## src/rtl/dht11_pkg.sv

```systemverilog
// Shared types and timing constants for the DHT11 single-wire sensor emulator.
// Durations are in microseconds; the frame is four measurement bytes plus a checksum.
package dht11_pkg;

   typedef enum logic [2:0] {
      IDLE,
      HOST_LOW,
      RESP_DELAY,
      RESP_LOW,
      RESP_HIGH,
      BIT_LOW,
      BIT_HIGH,
      END_LOW
   } state_t;

   localparam int unsigned CNT_W        = 16;
   localparam int unsigned RESP_LOW_US  = 80;
   localparam int unsigned RESP_HIGH_US = 80;
   localparam int unsigned BIT_LOW_US   = 50;
   localparam int unsigned BIT0_HIGH_US = 26;
   localparam int unsigned BIT1_HIGH_US = 70;
   localparam int unsigned END_LOW_US   = 50;
   localparam int unsigned FRAME_BITS   = 40;

   // Byte-wise sum with the carry discarded.
   function automatic logic [7:0] frame_checksum(input logic [7:0] a, input logic [7:0] b,
                                                 input logic [7:0] c, input logic [7:0] d);
      logic [9:0] sum;
      sum = 10'(a) + 10'(b) + 10'(c) + 10'(d);
      return sum[7:0];
   endfunction

endpackage

```

## src/rtl/dht11_us_tick.sv

```systemverilog
// Free-running prescaler producing a one-cycle tick every DIV clock cycles (1 us base).
module dht11_us_tick #(
   parameter int unsigned DIV = 50
) (
   input  logic clk,
   input  logic rst_n,
   output logic tick
);

   localparam int unsigned CW = (DIV > 1) ? $clog2(DIV) : 1;
   localparam logic [CW-1:0] LAST = CW'((DIV > 0) ? DIV - 1 : 0);

   logic [CW-1:0] cnt_q, cnt_d;

   always_comb begin
      tick  = (cnt_q == LAST);
      cnt_d = tick ? '0 : cnt_q + CW'(1);
   end

   always_ff @(posedge clk or negedge rst_n) begin
      if (!rst_n) cnt_q <= '0;
      else        cnt_q <= cnt_d;
   end

endmodule

```

## src/rtl/dht11_emu.sv

```systemverilog
// DHT11 sensor emulator: answers a host start pulse with the 80/80 us response and a 40-bit frame.
// Optional macro DHT11_EMU_CRC_FAULT_EN adds CRC_FAULT, which corrupts checksum bit 0.
module dht11_emu
   import dht11_pkg::*;
#(
   parameter int unsigned CLK_FREQ_HZ   = 50000000,
   parameter int unsigned MIN_START_US  = 18000,
   parameter int unsigned RESP_DELAY_US = 30
) (
   input  logic       CLK,
   input  logic       RST,
   input  logic       EN,
   input  logic       DATA_IN,
   output logic       DATA_OE,
   input  logic [7:0] HUM_INT,
   input  logic [7:0] HUM_FLOAT,
   input  logic [7:0] TEMP_INT,
   input  logic [7:0] TEMP_FLOAT,
`ifdef DHT11_EMU_CRC_FAULT_EN
   input  logic       CRC_FAULT,
`endif
   output logic       BUSY,
   output logic       FRAME_DONE,
   output logic       START_ERR
);

   localparam int unsigned TICK_DIV = (CLK_FREQ_HZ >= 1000000) ? CLK_FREQ_HZ / 1000000 : 1;

   state_t                  state_q, state_d;
   logic [CNT_W-1:0]        cnt_q, cnt_d;
   logic [5:0]              bit_idx_q, bit_idx_d;
   logic [FRAME_BITS-1:0]   frame_q, frame_d;
   logic                    data_oe_q, data_oe_d;
   logic                    busy_q, busy_d;
   logic                    done_q, done_d;
   logic                    err_q, err_d;
   logic                    sync1_q, sync2_q, prev_q;
   logic                    tick, fall, rise, timer_done, crc_flip;
   logic [CNT_W-1:0]        dur;

   dht11_us_tick #(.DIV(TICK_DIV)) u_tick (
      .clk   (CLK),
      .rst_n (RST),
      .tick  (tick)
   );

`ifdef DHT11_EMU_CRC_FAULT_EN
   assign crc_flip = CRC_FAULT;
`else
   assign crc_flip = 1'b0;
`endif

   assign fall = prev_q & ~sync2_q;
   assign rise = ~prev_q & sync2_q;

   always_comb begin
      dur = '0;
      case (state_q)
         RESP_DELAY: dur = CNT_W'(RESP_DELAY_US);
         RESP_LOW:   dur = CNT_W'(RESP_LOW_US);
         RESP_HIGH:  dur = CNT_W'(RESP_HIGH_US);
         BIT_LOW:    dur = CNT_W'(BIT_LOW_US);
         BIT_HIGH:   dur = frame_q[FRAME_BITS-1] ? CNT_W'(BIT1_HIGH_US) : CNT_W'(BIT0_HIGH_US);
         END_LOW:    dur = CNT_W'(END_LOW_US);
         default:    dur = '0;
      endcase
   end

   assign timer_done = tick && (cnt_q == dur - CNT_W'(1));

   always_comb begin
      state_d   = state_q;
      cnt_d     = cnt_q;
      bit_idx_d = bit_idx_q;
      frame_d   = frame_q;
      done_d    = 1'b0;
      err_d     = 1'b0;

      case (state_q)
         IDLE: begin
            if (fall && EN) begin
               state_d = HOST_LOW;
               cnt_d   = '0;
            end
         end
         HOST_LOW: begin
            if (rise) begin
               if (cnt_q >= CNT_W'(MIN_START_US)) begin
                  state_d   = RESP_DELAY;
                  cnt_d     = '0;
                  bit_idx_d = '0;
                  frame_d   = {HUM_INT, HUM_FLOAT, TEMP_INT, TEMP_FLOAT,
                               frame_checksum(HUM_INT, HUM_FLOAT, TEMP_INT, TEMP_FLOAT) ^ {7'b0, crc_flip}};
               end else begin
                  state_d = IDLE;
                  err_d   = 1'b1;
               end
            end else if (tick && (cnt_q != '1)) begin
               cnt_d = cnt_q + CNT_W'(1);
            end
         end
         default: begin
            // Timed phases: bus level is ignored, only the tick counter moves the FSM.
            if (tick) cnt_d = timer_done ? '0 : cnt_q + CNT_W'(1);
            if (timer_done) begin
               case (state_q)
                  RESP_DELAY: state_d = RESP_LOW;
                  RESP_LOW:   state_d = RESP_HIGH;
                  RESP_HIGH:  state_d = BIT_LOW;
                  BIT_LOW:    state_d = BIT_HIGH;
                  BIT_HIGH: begin
                     frame_d   = {frame_q[FRAME_BITS-2:0], 1'b0};
                     bit_idx_d = bit_idx_q + 6'd1;
                     state_d   = (bit_idx_q == 6'(FRAME_BITS - 1)) ? END_LOW : BIT_LOW;
                  end
                  END_LOW: begin
                     state_d = IDLE;
                     done_d  = 1'b1;
                  end
                  default: state_d = IDLE;
               endcase
            end
         end
      endcase

      data_oe_d = (state_d == RESP_LOW) || (state_d == BIT_LOW) || (state_d == END_LOW);
      busy_d    = (state_d != IDLE) && (state_d != HOST_LOW);
   end

   always_ff @(posedge CLK or negedge RST) begin
      if (!RST) begin
         state_q   <= IDLE;
         cnt_q     <= '0;
         bit_idx_q <= '0;
         frame_q   <= '0;
         data_oe_q <= 1'b0;
         busy_q    <= 1'b0;
         done_q    <= 1'b0;
         err_q     <= 1'b0;
         sync1_q   <= 1'b1;
         sync2_q   <= 1'b1;
         prev_q    <= 1'b1;
      end else begin
         state_q   <= state_d;
         cnt_q     <= cnt_d;
         bit_idx_q <= bit_idx_d;
         frame_q   <= frame_d;
         data_oe_q <= data_oe_d;
         busy_q    <= busy_d;
         done_q    <= done_d;
         err_q     <= err_d;
         sync1_q   <= DATA_IN;
         sync2_q   <= sync1_q;
         prev_q    <= sync2_q;
      end
   end

   assign DATA_OE    = data_oe_q;
   assign BUSY       = busy_q;
   assign FRAME_DONE = done_q;
   assign START_ERR  = err_q;

endmodule
```

## config.mk

```make
export PLATFORM = sky130hd
export DESIGN_NAME = dht11_emu
export DESIGN_NICKNAME = d
export VERILOG_FILES = /design/src/rtl/dht11_pkg.sv /design/src/rtl/dht11_us_tick.sv /design/src/rtl/dht11_emu.sv
export SDC_FILE = /design/constraint.sdc
export NUM_CORES = 1
export LEC_CHECK = 0
export ABC_AREA = 1
export CAP_MARGIN = 20
export CORE_AREA = 2 2 68 134
export CTS_BUF_LIST = sky130_fd_sc_hd__clkbuf_4
export DETAILED_ROUTE_END_ITERATION = 10
export DIE_AREA = 0 0 70 136
export PLACE_DENSITY = 0.83
export SLEW_MARGIN = 30
export SYNTH_ARGS = -nofsm -noshare
export SYNTH_HDL_FRONTEND = slang
export SYNTH_SLANG_ARGS = --single-unit
export TNS_END_PERCENT = 30
```

## constraint.sdc

```tcl
create_clock -name CLK -period 4.6 [get_ports CLK]
set_clock_uncertainty 0.15 [all_clocks]
set_input_delay 0.92 -clock CLK [delete_from_list [all_inputs] [get_ports CLK]]
set_output_delay 0.92 -clock CLK [all_outputs]
set_load 0.005 [all_outputs]
```

== After elaboration in Yosys (flattened, before gate mapping) ==
Index checks and enable logic that the tools add are counted.
Storage, ports and cells
  register bits after elaboration: 78
  input port bits: 36
  output and inout bits: 4
  word-level logic and storage cells: 94
Cells by class
  add/subtract/negate cells: 7
  order comparisons: 1
  equal/unequal tests: 20
  mux-type cells: 33
  bitwise operators: 5
  reductions and logical operators: 16
Operator list (count)
  40-bit 2-to-1 mux: 4
  16-bit 2-to-1 mux: 6
  40-bit case mux with 2 select lines: 1
  16-bit case mux with 2 select lines: 1
  6-bit 2-to-1 mux: 5
  7-bit case mux with 4 select lines: 1
  8-bit adder: 3
  3-bit == test (second input constant): 6
  16-bit by 1-bit adder with 16-bit output (second input constant): 1
  16-bit == test: 1
  16-bit by 15-bit greater-or-equal comparator with 1-bit output (second input constant): 1
  16-bit inequality test (second input constant): 1
  16-bit by 1-bit subtractor with 16-bit output (second input constant): 1
  3-bit case mux with 5 select lines: 1
  6-bit by 1-bit adder with 6-bit output (second input constant): 2
  6-bit == test (second input constant): 2
  6-bit case mux with 2 select lines: 1
  3-bit by 2-bit == test with 1-bit output (second input constant): 3
  3-bit 2-to-1 mux: 3
  7-bit 2-to-1 mux: 1
  1-bit 2-to-1 mux: 6
  2-bit inequality test (second input constant): 3
  3-bit inequality test (second input constant): 2
  3-bit case mux with 2 select lines: 1
  13 further kinds: 25

== Longest topological paths before layout ==
Gate-level depths: netlist of the first run.
  depth in word-level cells: 11
  mapped depth: 19

== Cells and area by module ==
From an unflattened synthesis of the first run, not the netlist that was laid out.
Unflattened totals
  cell total of the unflattened synthesis: 763
  area total of the unflattened synthesis: 5335.1 um2
Modules (own cells, without submodules)
  dht11_emu: instances 1, cells each 729, area each 5037.3 um2, sequential area each 1805.5 um2
  dht11_us_tick: instances 1, cells each 34, area each 297.8 um2, sequential area each 150.1 um2

== Worst setup path before layout of the first run ==
OpenSTA, ideal clock, no wires.
  path type: input to register
  start point: in HUM_INT[1]
  end point: reg frame_q[7]
  setup time: 0.116 ns
  data arrival time: 3.134 ns
  data required time: 4.334 ns
  slack: 1.200 ns
  cell stages on the path: 12
  path buffers: 0
  cells stage by stage: fa_1 fa_1 ha_1 inv_1 fa_1 nor3_1 nor2_1 nand3b_1 nand3_1 nand2_1 nand3_1 nand2_1
On the way
  cells in the longest elaborated chain, start to end: 6
RTL lines
  start, declared: line dht11_emu.sv:15  | input logic [7:0] HUM_INT,
  8-bit adder (3 in a row): line dht11_pkg.sv:29  | sum = 10'(a) + 10'(b) + 10'(c) + 10'(d);
  40-bit 2-to-1 mux: line dht11_emu.sv:88  | if (cnt_q >= CNT_W'(MIN_START_US)) begin
  40-bit 2-to-1 mux: line dht11_emu.sv:87  | if (rise) begin
  40-bit case mux with 2 select lines: line dht11_emu.sv:79  | case (state_q)
  end signal, assigned: line dht11_emu.sv:147  | frame_q <= frame_d;
  end, declared: line dht11_emu.sv:32  | logic [FRAME_BITS-1:0] frame_q, frame_d;
No other way between the ends. The select of a mux whose other input is x is not followed.
A chain may end at the register's enable or synchronous reset.

== Worst setup path in the final report of the first run ==
Ends and elaborated chain as after synthesis.

==> results.ini, run 1 <==
[synth]
synth-edff-count = 0
synth_ff_type = dfrtp_1
synth_top_family_by_area = simple AND/OR/NAND/NOR gates
synth_compound_area_share_pct = 3.47
syn-cell-area_mm2 = 0.00537
synth.avg_cell_area_um2 = 6.86
synthXorXnorAreaFrac_pct = 3.59
ys_types = 33
synth-simple-area-share_pct = 39.8
synth_adder_area_share_pct = 8.47
synth_mux_area_share_pct = 0
ys_seq_elements = 78
netlist_instances = 783
yosysWarnings = 0
async_flop_share_pct = 100
synth_fp_nets = 847
ys_seq_area_share_pct = 36.4

[drt]
drt.antenna.violating_nets = 0
via_per_inst = 5.58
drc = 0
dr.first_iter.drc_count = 362
dr.pass1.iters = 5
postRouteWirelength_mm = 14.1
wl_per_cell_um = 15.5
vias = 5079

[cts]
cts_setup_buffers = 0
clock_sinks = 78
hold_buffers = 0
cts_tree = yes
clkLatencyLatePin_ns = 0.44
root_buffer = clkbuf_4
cts_buffer_depth = 2
htreeDepth = 3
cts_buffers = 9
cts_resized = 0
clk_pin_slew_ns = 0.13

[power_and_ir_drop]
internal_power_mw = 1.60
sequentialPowerShare_pct = 36.5
p_per_area_mw_per_mm2 = 493
p_leak_nw = 3.11
totalPowerFinal_mw = 2.91
swShare_pct = 45.2
pwr-share-comb_pct = 47.3
clockPowerShare_pct = 16.2
power.switching_mw = 1.32
vdd_drop_max_mv = 0.299

[critical_path]
r2r-start = state_q[0]
cp_cell_sequence = clkdlybuf4s50_1 -> fa_1 -> fa_1 -> ha_1 -> inv_1 -> fa_1 -> nor3_1 -> nor2_1 -> nand3b_1 -> nand3_1 -> nand2_1 -> nand3_1 -> nand2_1
cp_common_cell = fa_1
critical_path_buf_inv_count = 2
start_kind = primary input
arrival_ns = 3.76
crit_type = primary input to register
crit_fanout = 3
worst-r2r-cell-count = 16
reg2reg_to = frame_q[36]
slowest_stage = fa_1
crit_end = frame_q[7]
cp_num_cells = 13
critPathMaxStageDelay_ns = 0.52
rrSetupSlack_ns = 1.04
crit_start = HUM_INT[1]
cp_top_family = adder cells
endpoint_kind = register
cp.required_ns = 4.77

[floorplanning]
start_util_pct = 63.0
num_rows = 48
coreArea_mm2 = 0.00853
dieWidth_um = 70
io_pins = 40
die_area_mm2 = 0.00952
die_h_um = 136

[global_routing]
overflow = 0
antenna_found_initial = 1
grt_pass1_wl_mm = 22.9
grt_max_degree = 79
grt_pass1_vias = 4989
grt_use_total_pct = 31.1

[sta]
worstMarginPinSlew_ns = 0.824
tns_ns = 0
hold_ws_ns = 0.205
rsz0062_at_grt = no
finalSetupViolCount = 0
fin_crit_sh_pct = 77.9
min_period_ns = 3.58
max_freq_mhz = 279
hold_viol_final = 0
relSlewSlack_pct = 44.9
drv_slew = 0

[cells_and_area]
nNetsFinal = 869
area_growth_pct = 9.99
layout-drive-gt1-share_pct = 5.43
fillers = 763

[place]
gp_congestion = 0.960
hpwl_mm = 10.9
port_buffers = 39

[run]
cap_violations = 0

[worst_hold_path]
hp-class = register to register
hp-start = sync1_q

[status]
status = completed

==> layout make-up <==
| type | instances | area (um^2) | area share, % |
|---|---|---|---|
| inverter | 72 | 270 | 4.57 |
| multi-input combinational | 601 | 2970 | 50.3 |
| timing repair buffer | 43 | 422 | 7.13 |
| tap | 100 | 125 | 2.12 |
| antenna | 1 | 2.50 | 0.0423 |
| sequential | 78 | 1960 | 33.1 |
| clock buffer | 10 | 75.1 | 1.27 |
| clock inverter | 6 | 86.3 | 1.46 |
==> sequential cells by signal, summed over array words and instances (netlist names) <==
| name | cells |
|---|---|
| cnt_q | 16 |
| state_q | 3 |
| sync1_q | 1 |
| frame_q | 40 |
| prev_q | 1 |
| bit_idx_q | 6 |
| u_tick.cnt_q | 6 |
| START_ERR | 1 |
| BUSY | 1 |
| DATA_OE | 1 |
| sync2_q | 1 |
| FRAME_DONE | 1 |
==> cell usage in the layout (no fill, tap or decap), drive strengths merged, types with 4 or more instances in the layout <==
master / instances
nand2: 333
buf: 5
clkdlybuf4s50: 38
dfrtp: 75
nor2: 63
fa: 14
xor2: 16
a21oi: 7
o21ai: 24
xnor2: 6
ha: 14
inv: 71
nand4: 12
nand3: 94
nor3: 6
clkbuf: 10
or2: 4
==> cells in the mapped netlist, drive strengths merged, types with 3 or more instances <==
library cell | count | area share [%]
a21oi | 7 | 0.65
buf | 18 | 2.3
clkbuf | 14 | 0.98
dfrtp | 75 | 35
dfstp | 3 | 1.5
fa | 14 | 5.2
ha | 14 | 3.3
inv | 71 | 5.0
nand2 | 333 | 23
nand3 | 94 | 8.8
nand3b | 3 | 0.42
nand4 | 12 | 1.4
nor2 | 63 | 4.7
nor3 | 6 | 0.56
o21ai | 24 | 2.3
or2 | 4 | 0.47
xnor2 | 6 | 0.98
xor2 | 16 | 2.6
==> worst reg2reg max path, stage by stage, from the launching register on <==
cell     delay, ns
dfrtp_1       0.51
inv_2         0.12
nand2_1       0.17
nand2_1       0.14
inv_2         0.09
ha_1          0.35
nand2_1       0.22
o21ai_0       0.20
o21ai_1       0.11
nor2_1        0.10
nand2_1       0.07
nor2_2        0.12
nand2_1       0.14
o21ai_2       0.18
nand2_2       0.50
nand2_1       0.23
nand2_1       0.08
==> per-layer routing <==
layer	global-route usage (%)	routed length, um	vias to the layer above
met5	0	0	-
met1	30.6	4870	2309
met3	3.93	558	74
met2	56.0	7490	210
met4	27.1	1190	0
li1	-	-	2486
==> power by group through the flow <==
stage / sequential [mW] / combinational (mW) / clock, mW
2_1_floorplan: 1.03 / 1.05 / 0
3_3_place_gp: 1.06 / 1.34 / 0
3_5_place_dp: 1.07 / 1.38 / 0
4_1_cts: 1.06 / 1.38 / 0.482
5_1_grt: 1.09 / 1.59 / 0.504
6_report: 1.06 / 1.38 / 0.471
==> metrics by stage <==
step / instances / cell area [um^2] / util, % / setup WS, ns
3_3_place_gp: 894 / 5740 / 67.3 / 0.571
4_1_cts: 910 / 5900 / 69.2 / 1.03
2_1_floorplan: 783 / 5370 / - / 1.20
6_report: 911 / 5910 / 69.3 / 1.02
3_5_place_dp: 894 / 5740 / 67.3 / 0.547
5_1_grt: 911 / 5910 / 69.3 / 0.657
==> worst min-delay path by stage <==
stage,to,slack [ns],depth (start not counted)
after floorplan,sync2_q,0.20,0
after global placement,sync2_q,0.20,0
after detailed placement,sync2_q,0.21,0
after CTS,sync2_q,0.20,0
after global routing,sync2_q,0.20,0
final,sync2_q,0.21,0
==> logic make-up (layout without fill, tap and decap cells) <==
logic type,count (synthesis),in the layout
fa+ha+maj,28,28
other cells,0,1
simple gates,516,516
flops,78,78
xor+xnor,22,22
compound gates,35,35
buf+inv,104,131
No activity file was read; power rests on OpenSTA's default activity.
==> run 2, diff against run 1 <==
--- a/config.mk
+++ b/config.mk
@@ -7,11 +7,11 @@
 export LEC_CHECK = 0
 export ABC_AREA = 1
 export CAP_MARGIN = 20
-export CORE_AREA = 2 2 68 134
+export CORE_AREA = 2 2 73 145
 export CTS_BUF_LIST = sky130_fd_sc_hd__clkbuf_4
 export DETAILED_ROUTE_END_ITERATION = 10
-export DIE_AREA = 0 0 70 136
-export PLACE_DENSITY = 0.83
+export DIE_AREA = 0 0 75 147
+export PLACE_DENSITY = 0.75
 export SLEW_MARGIN = 30
 export SYNTH_ARGS = -nofsm -noshare
 export SYNTH_HDL_FRONTEND = slang
==> constraint.sdc (replaced) <==
create_clock -name CLK -period 3.15 [get_ports CLK]
set_clock_uncertainty 0.15 [all_clocks]
set_input_delay 0.63 -clock CLK [delete_from_list [all_inputs] [get_ports CLK]]
set_output_delay 0.63 -clock CLK [all_outputs]
set_load 0.005 [all_outputs]
==> run 2 against run 1 <==
Compared with the run above: sequential power increased by 45%; critical endpoint is now frame_q[6]; register-to-register slack got worse by 0.79 ns; design area increased by 4.2%; worst setup slack got worse by 0.91 ns; non-clock buffer count increased by 22; combinational power increased by 55%; count of clock-buffer cells in the layout decreased by 1; via count decreased by 2.0%; critical path depth increased by 2.
==> results.ini, run 2 (synthesis results as in run 1) <==
[status]
status = completed

[critical_path]
rrSetupSlack_ns = 0.25  ; -0.79 ns
crit_end = frame_q[6]
crit_type = primary input to register
reg2reg_to = frame_q[6]
worst-r2r-cell-count = 18  ; +2
crit_start = TEMP_INT[3]
crit_fanout = 4  ; +1
r2r-start = state_q[0]
cp.required_ns = 3.39  ; -1.38 ns
arrival_ns = 3.29  ; -0.47 ns
start_kind = primary input
endpoint_kind = register

[place]
place_area_mm2 = 0.00592  ; +3.1%
pre_cts_ws_ns = -0.568  ; -1.11 ns
hpwl_mm = 9.48  ; -13%
gp_congestion = 0.920  ; -4.2%
port_buffers = 39  ; unchanged

[cells_and_area]
final_util_pct = 61.9  ; -7.4 points
top_regs = frame_q: 40 flops, cnt_q: 16 flops
final_cell_mix = 329 x nand2_1, 93 x nand3_1, 72 x dfrtp_1
regMostFlops = frame_q
largest_register_ffs = 40  ; unchanged
layout-drive-gt1-share_pct = 9.74  ; +4.3 points
nNetsFinal = 891  ; +2.5%
area_growth_pct = 14.6
fin_area_mm2 = 0.00616  ; +4.2%
final_common_cell = nand2_1

[global_routing]
grt_pass1_wl_mm = 21.6  ; -5.6%
antenna_found_initial = 1  ; unchanged
overflow = 0  ; unchanged
grt_pass1_vias = 4585  ; -8.1%
grt_max_degree = 79  ; unchanged
grt_use_total_pct = 25.1  ; -6.0 points

[sta]
hold_viol_final = 0  ; unchanged
relSlewSlack_pct = 52.6  ; +7.7 points
setup_ws_ns = 0.107  ; -0.911 ns
max_freq_mhz = 329
tns_ns = 0  ; unchanged
drv_slew = 0  ; unchanged
worstMarginPinSlew_ns = 0.712  ; -0.113 ns
fin_crit_sh_pct = 96.6
min_period_ns = 3.04
finalSetupViolCount = 0  ; unchanged

[cts]
clock_sinks = 78  ; unchanged
cts_buffers = 9  ; unchanged
htreeDepth = 3  ; unchanged
clk_pin_slew_ns = 0.13  ; about the same
clkLatencyLatePin_ns = 0.45  ; about the same
cts_buffer_depth = 2  ; unchanged
cts_tree = yes
root_buffer = clkbuf_4
hold_buffers = 0  ; unchanged

[floorplanning]
start_util_pct = 54.0  ; -9.0 points
num_rows = 52  ; +8.3%
io_pins = 40  ; unchanged
coreArea_mm2 = 0.00995  ; +17%
dieWidth_um = 75  ; +7.1%
die_h_um = 147  ; +8.1%
die_area_mm2 = 0.0110  ; +16%

[power_and_ir_drop]
vdd_drop_max_mv = 0.440  ; +47%
p_per_area_mw_per_mm2 = 687  ; +39%
p_leak_nw = 3.24  ; +4.2%

[drt]
via_per_inst = 5.14  ; -7.8%
dr.pass1.iters = 5  ; unchanged
dr.first_iter.drc_count = 382  ; +5.5%
wl_per_cell_um = 13.7  ; -12%
vias = 4977  ; -2.0%
drt.antenna.violating_nets = 0  ; unchanged
drc = 0  ; unchanged
postRouteWirelength_mm = 13.2  ; -6.1%

[worst_hold_path]
hp-class = primary input to async pin

[run]
cap_violations = 0  ; unchanged

[run 2: cell count changes in the layout (fill, tap and decap cells not counted), moves of 3 or more]
cell,previous run,this run
dlymetal6s2s_1,0,4
dfrtp_2,0,3
buf_4,4,25
inv_6,0,3
ha_1,14,11
dfrtp_1,75,72
clkdlybuf4s50_1,38,32
[run 2: final cells by class]
| type | count | area (um^2) |
|---|---|---|
| fillers | 924 | 3800 |
| clock buffers | 9 | 67.6 |
| repair buffers | 65 | 598 |
| well taps | 135 | 169 |
| flip-flops and latches | 78 | 1960 |
| diodes | 1 | 2.50 |
| inverters | 72 | 270 |
| clock inverters | 7 | 55.1 |
| multi-input cells | 601 | 3040 |
[run 2: metrics by stage]
stage / total power, mW / std cells / hold slack (ns)
after global placement: 3.56 / 945 / 0.198
after detailed placement: 3.61 / 945 / 0.199
final: 4.23 / 968 / 0.0419
after CTS: 4.18 / 961 / 0.0579
after floorplan: 3.03 / 783 / 0.184
after global routing: 4.64 / 968 / 0.0837
[run 2: worst min-delay path by stage]
stage                          end
after floorplan               BUSY
after global placement     sync2_q
after detailed placement   sync2_q
after CTS                 cnt_q[7]
after global routing      cnt_q[2]
final                     cnt_q[3]
[run 2: power by group]
group | total (mW) | switching, mW | internal [mW]
combinational | 2.14 | 1.37 | 0.773
sequential | 1.54 | 0.209 | 1.33
clock | 0.553 | 0.383 | 0.170
total | 4.23 | 1.96 | 2.27
[run 2: critical path: stages]
cell             delay (ns)
clkdlybuf4s50_1        0.51
fa_1                   0.44
fa_1                   0.55
ha_4                   0.23
a21oi_1                0.14
nand2_1                0.09
nand2_1                0.07
nand2_1                0.07
a21oi_2                0.17
nor2_1                 0.06
nor2_1                 0.09
nand2_1                0.06
nand2_1                0.05
nand3_1                0.07
nand2_1                0.08
[run 2: timing repair]
action	4_1_cts	5_1_grt
setup buffers	0	6
setup endpoints to repair	4	52
pin swaps	1	11
gates resized for setup	5	18
[run 2: routing by layer]
layer	global-route usage, %	vias to the layer above	part of all wire, %
li1	-	2534	-
met2	40.1	104	50
met5	0	-	0
met1	35.3	2325	45
met4	6.34	0	1.4
met3	3.70	14	3.5
==> run 3, diff against run 2 <==
==> constraint.sdc (replaced) <==
create_clock -name CLK -period 2.4 [get_ports CLK]
set_clock_uncertainty 0.15 [all_clocks]
set_input_delay 0.48 -clock CLK [delete_from_list [all_inputs] [get_ports CLK]]
set_output_delay 0.48 -clock CLK [all_outputs]
set_load 0.005 [all_outputs]
==> run 3 against run 2 <==
Compared with the run above: via count up 10%; wire length grew 18%; sequential share of layout area is 4.1 points lower; clock power up 34%; combinational power grew 72%; cell count is 6.7% higher; largest power group unchanged; die area did not move; worst setup slack worse by 0.50 ns; count of clock-buffer cells in the layout grew 1; register-to-register slack worse by 0.64 ns; the flow now finishes with violations (setup timing); worst hold slack gained 0.15 ns; sequential power increased by 36%; critical path type is now register to register.
==> results.ini, run 3 (synthesis results as in run 1) <==
[global_routing]
grt_use_total_pct = 28.4  ; +3.3 points
grt_pass1_vias = 5137  ; +12%
grt_pass1_wl_mm = 24.2  ; +12%
grt_max_degree = 48  ; -39%
overflow = 0  ; unchanged
antenna_found_initial = 2  ; +1

[sta]
max_freq_mhz = 358
hold_viol_final = 0  ; unchanged
finalSetupViolCount = 67  ; +67
relSlewSlack_pct = 67.5  ; +15 points
tns_ns = -20.43  ; -20.43 ns
hold_ws_ns = 0.192  ; +0.151 ns
min_period_ns = 2.79
fin_crit_sh_pct = 116
drv_slew = 0  ; unchanged
worstMarginPinSlew_ns = 0.487  ; -0.224 ns
rsz0062_at_grt = yes
setup_ws_ns = -0.395  ; -0.501 ns

[cts]
cts_buffers = 9  ; unchanged
root_buffer = clkbuf_4
clkLatencyLatePin_ns = 0.45  ; about the same
clock_sinks = 78  ; unchanged
clk_pin_slew_ns = 0.15  ; +0.02 ns
htreeDepth = 3  ; unchanged
cts_buffer_depth = 2  ; unchanged
cts_tree = yes

[cells_and_area]
layout-drive-gt1-share_pct = 25.3  ; +16 points
top_regs = frame_q: 40 flops, cnt_q: 16 flops
fin_area_mm2 = 0.00707  ; +15%
nNetsFinal = 955  ; +7.2%
fillers = 806  ; -13%
largest_register_ffs = 40  ; unchanged
final_common_cell = nand2_1
area_growth_pct = 31.6
regMostFlops = frame_q
final_cell_mix = 281 x nand2_1, 90 x nand3_1, 75 x buf_4

[drt]
via_per_inst = 5.31  ; +3.3%
drc = 0  ; unchanged
dr.first_iter.drc_count = 419  ; +9.7%
wl_per_cell_um = 15.1  ; +10%
drt.antenna.violating_nets = 0  ; unchanged
vias = 5487  ; +10%
postRouteWirelength_mm = 15.6  ; +18%
dr.pass1.iters = 5  ; unchanged

[critical_path]
r2r-start = state_q[0]
slowest_stage = dfrtp_2
crit_type = register to register
crit_start = state_q[0]
cp_common_cell = nand2_2
arrival_ns = 2.99  ; -0.30 ns
cp_cell_sequence = inv_4 -> nand2_4 -> nand2_2 -> nand2_2 -> ha_4 -> nor2_2 -> nor2_4 -> nand3_2 -> nor2_1 -> nand2_1 -> nor2_2 -> nand2_2 -> o21ai_4 -> nand2_8 -> clkbuf_16 -> nand2_2 -> nand2_2
crit_fanout = 6  ; +2
endpoint_kind = register
critPathMaxStageDelay_ns = 0.51  ; -0.04 ns
cp.required_ns = 2.60  ; -0.79 ns
start_kind = register

[floorplanning]
die_h_um = 147  ; unchanged
die_area_mm2 = 0.0110  ; unchanged
num_rows = 52  ; unchanged
start_util_pct = 54.0  ; unchanged
coreArea_mm2 = 0.00995  ; unchanged
dieWidth_um = 75  ; unchanged
io_pins = 40  ; unchanged

[place]
place_area_mm2 = 0.00639  ; +7.9%
gp_congestion = 0.962  ; +4.5%
port_buffers = 39  ; unchanged
hpwl_mm = 10.7  ; +13%

[status]
status = complete, but fails checks
violations = setup timing

[worst_hold_path]
hp-start = HUM_FLOAT[1]
hp-class = primary input to register

[power_and_ir_drop]
p_leak_nw = 3.64  ; +12%
vdd_drop_max_mv = 0.628  ; +43%
p_per_area_mw_per_mm2 = 922  ; +34%

[run]
cap_violations = 0  ; unchanged

## run 3: changes by cell type in the layout (fill, tap and decap cells not counted), moves of 5 or more
cell / before / now
inv_1: 62 / 57
o21ai_0: 18 / 12
nor2_1: 58 / 49
clkdlybuf4s50_1: 32 / 17
nand2_2: 4 / 40
nand2_4: 0 / 11
buf_6: 2 / 9
dlygate4sd2_1: 2 / 12
buf_2: 0 / 5
nand2_1: 329 / 281
buf_4: 25 / 75
nor2_2: 4 / 10
## run 3: repair_timing
item                                    4_1_cts  5_1_grt
pin swaps                                    35       18
setup buffers                                12        7
gates cloned                                  2        2
hold buffers                                  1        0
endpoints found under the hold margin        31        0
endpoints found under the setup margin       68       66
gates resized for setup                      94       60
## run 3: worst paths after layout
kind | to | slack, ns | cells after the start
hold reg to reg | sync2_q | 0.22 | 0
hold / removal | frame_q[25] | 0.19 | 5
min in group asynchronous | frame_q[29] | 0.35 | 2
setup reg to reg | frame_q[2] | -0.39 | 17
setup / recovery | frame_q[2] | -0.39 | 17
max in group asynchronous | prev_q | 1.07 | 3
## run 3: report_power, final
part	internal, mW	total [mW]	switching [mW]
registers	1.74	2.09	0.345
logic	1.56	3.69	2.14
clock network	0.231	0.740	0.509
## run 3: worst max-delay path, delay by kind of cell (launching register included)
family                     cells  cell delay (ns)
buffers and inverters          2             0.33
DFF                            1             0.51
AOI/OAI and AO/OA              1             0.27
adders and majority gates      1             0.28
and+or+nand+nor               13             1.15
## run 3: stage by stage
stage / util [%] / cells / total power, mW / worst slack [ns]
after floorplan: - / 783 / 4.07 / -0.475
after CTS: 68.4 / 1023 / 6.14 / -0.212
after global placement: 64.2 / 992 / 5.06 / -1.06
after global routing: 71.1 / 1033 / 7.04 / -0.495
after detailed placement: 64.2 / 992 / 5.16 / -1.11
final: 71.1 / 1033 / 6.52 / -0.395
## run 3: routing by layer
layer	routed length (um)	part of all wire, %	vias to the layer above	track usage, %
li1	-	-	2675	-
met1	6520	42	2587	38.5
met2	7740	50	181	44.6
met3	698	4.5	44	4.05
met4	634	4.1	0	11.8
met5	0	0	-	0
## run 3: final cells by class
class	instances	area, um^2	area share, %
sequential	78	1960	27.7
clock inverter	6	46.3	0.655
tap	135	169	2.39
inverter	72	280	3.96
antenna	2	5.00	0.0708
clock buffer	10	75.1	1.06
timing repair buffer	129	1180	16.7
multi-input combinational	601	3360	47.5
==> patch (flow settings as in run 2) <==
The option `DHT11_EMU_CRC_FAULT_EN` is turned on by a define.
--- a/src/rtl/dht11_emu.sv
+++ b/src/rtl/dht11_emu.sv
@@ -1,5 +1,7 @@
 // DHT11 sensor emulator: answers a host start pulse with the 80/80 us response and a 40-bit frame.
 // Optional macro DHT11_EMU_CRC_FAULT_EN adds CRC_FAULT, which corrupts checksum bit 0.
+`define DHT11_EMU_CRC_FAULT_EN
+
 module dht11_emu
    import dht11_pkg::*;
 #(
Ports: changed (added CRC_FAULT); port bits go from 40 to 41. The function was not compared with the original's and may differ.
==> patch against run 2 <==
- final area grew 5.9%
- global-route usage grew 1.6 points
- via count grew 1.9%
- wire length grew 5.4%
- area after synthesis grew 6.9%
- sequential cell count is the same
- setup slack lost 0.0083 ns
Power is not compared: it rests on default switching activity, and its combinational part moved more than twofold at a synthesized area within 25%.
==> patch: results (changes against run 2) <==
Final layout
  – Number of signal-net buffers in the layout: 69 (+6.2%)
  – Invs w/o clock: 72 (unchanged)
  – Antenna Cells: 1 (unchanged)
  – Final instance area: 0.006520 sq mm (+5.9%)
  – Fraction of area in multi-input gates: 0.5097 (+0.01660)
  – Fillers: 878 (-5.0%)
  – Fraction of layout cells with a size suffix above 1: 0.1401 (+0.04276)
  – Sequential cell area share: 0.3001 (-0.01803)
  – NumNets Final: 896 (+0.56%)
  – Signal buf overhead: 0.1002 (+0.003058)
  – Area delta synth->final: 13.48%
  – ClkCell Share: 0.02226 (+0.002350)

Yosys
  – Xor/xnor cell area share of the yosys netlist: 0.03811 (+0.002254)
  – Synth area leaders: dfrtp_1 (33%), nand2_1 (21%), nand3_2 (7.0%)
  – Unique masters post-synth: 39 (+18%)
  – Sequential-to-total area share from yosys stat: 0.3404 (-0.02354)
  – Synth Area in Adders: 0.07927 (-0.005481)
  – Compound-Gate Fraction of Synth Area: 0.03746 (+0.002765)
  – Mapped Cells: 782 (-0.13%)
  – Post-synth top cells: nand2_1 (321), dfrtp_1 (75), inv_1 (67)

Clocking
  – Clock root buffer: clkbuf_4
  – Post-cts gate resize count: 7 (+2)
  – CTS clk-pin slew, worst paths: 0.11 ns (-0.02 ns)

GRT
  – First-pass GRT wire length: 22980 microns (+6.3%)
  – Maximum number of pins on one net before global-route repair: 47 (-41%)
  – Vias in the first global route: 4738 (+3.3%)

Placement
  – Routability cong.: 0.9216 (+0.21%)
  – Final HPWL from detailed placement: 9970 microns (+5.2%)
  – Placed instance area: 0.006260 sq mm (+5.8%)
  – Pre-CTS setup slack: -0.5744 ns (-0.006306 ns)
  – Number of cells after detailed placement: 951 (+0.63%)

Detailed routing
  – Drt via density: 5.226 (+1.6%)
  – DR WL/cell: 14.37 microns (+5.1%)
  – Initial DRC count: 277 (-27%)
  – Post-Route WL: 13950 microns (+5.4%)

Timing
  – Final Hold Slack: 0.01221 ns (-0.02971 ns)
  – Fin crit period: 3.052 ns (+0.008289 ns)
  – Worst slew pin tran: 0.6778 ns (-0.03373 ns)

Status
  – Status: finished clean

Setup path
  – CP max stage delay: 0.52 ns (-0.03 ns)
  – Max FO, Critical Path: 3 (-1)
  – R2R setup slack: 0.22 ns (-0.03 ns)
  – Worst EP arrival: 3.26 ns (-0.03 ns)

Hold path
  – Hold Path Class: input pin to asynchronous set/reset pin
patch: changes by cell type in the layout (fill, tap and decap cells not counted), moves of 4 or more:
cell     delta
a21oi_1     +6
nand4_1     -6
nand2_1     -8
nand3_1    -36
inv_1       +5
inv_2       -5
nand3_2    +39
xor2_1      +4
patch: report_power, final:
group          internal [W]  switching, W
clock network      0.000310      0.000350
logic              0.000377      0.000667
registers           0.00103     0.0000428
patch: worst paths after layout:
kind                             startpoint               to  cells past startpoint
worst max-delay path            TEMP_INT[2]       frame_q[5]                     10
worst min-delay path                    RST  u_tick.cnt_q[2]                      1
worst max register to register   state_q[1]      frame_q[35]                     17
worst min register to register      sync1_q          sync2_q                      0
max in group asynchronous               RST           prev_q                      2
min in group CLK                    sync1_q          sync2_q                      0
patch: routing by layer:
metal	part of all wire	global-route usage	wire (microns)	up-vias
met5	0	0	0	-
met4	0.026	0.09018	361	0
met1	0.44	0.3752	6162	2376
met2	0.50	0.4219	6910	129
met3	0.037	0.03086	516	24
li1	-	-	-	2545
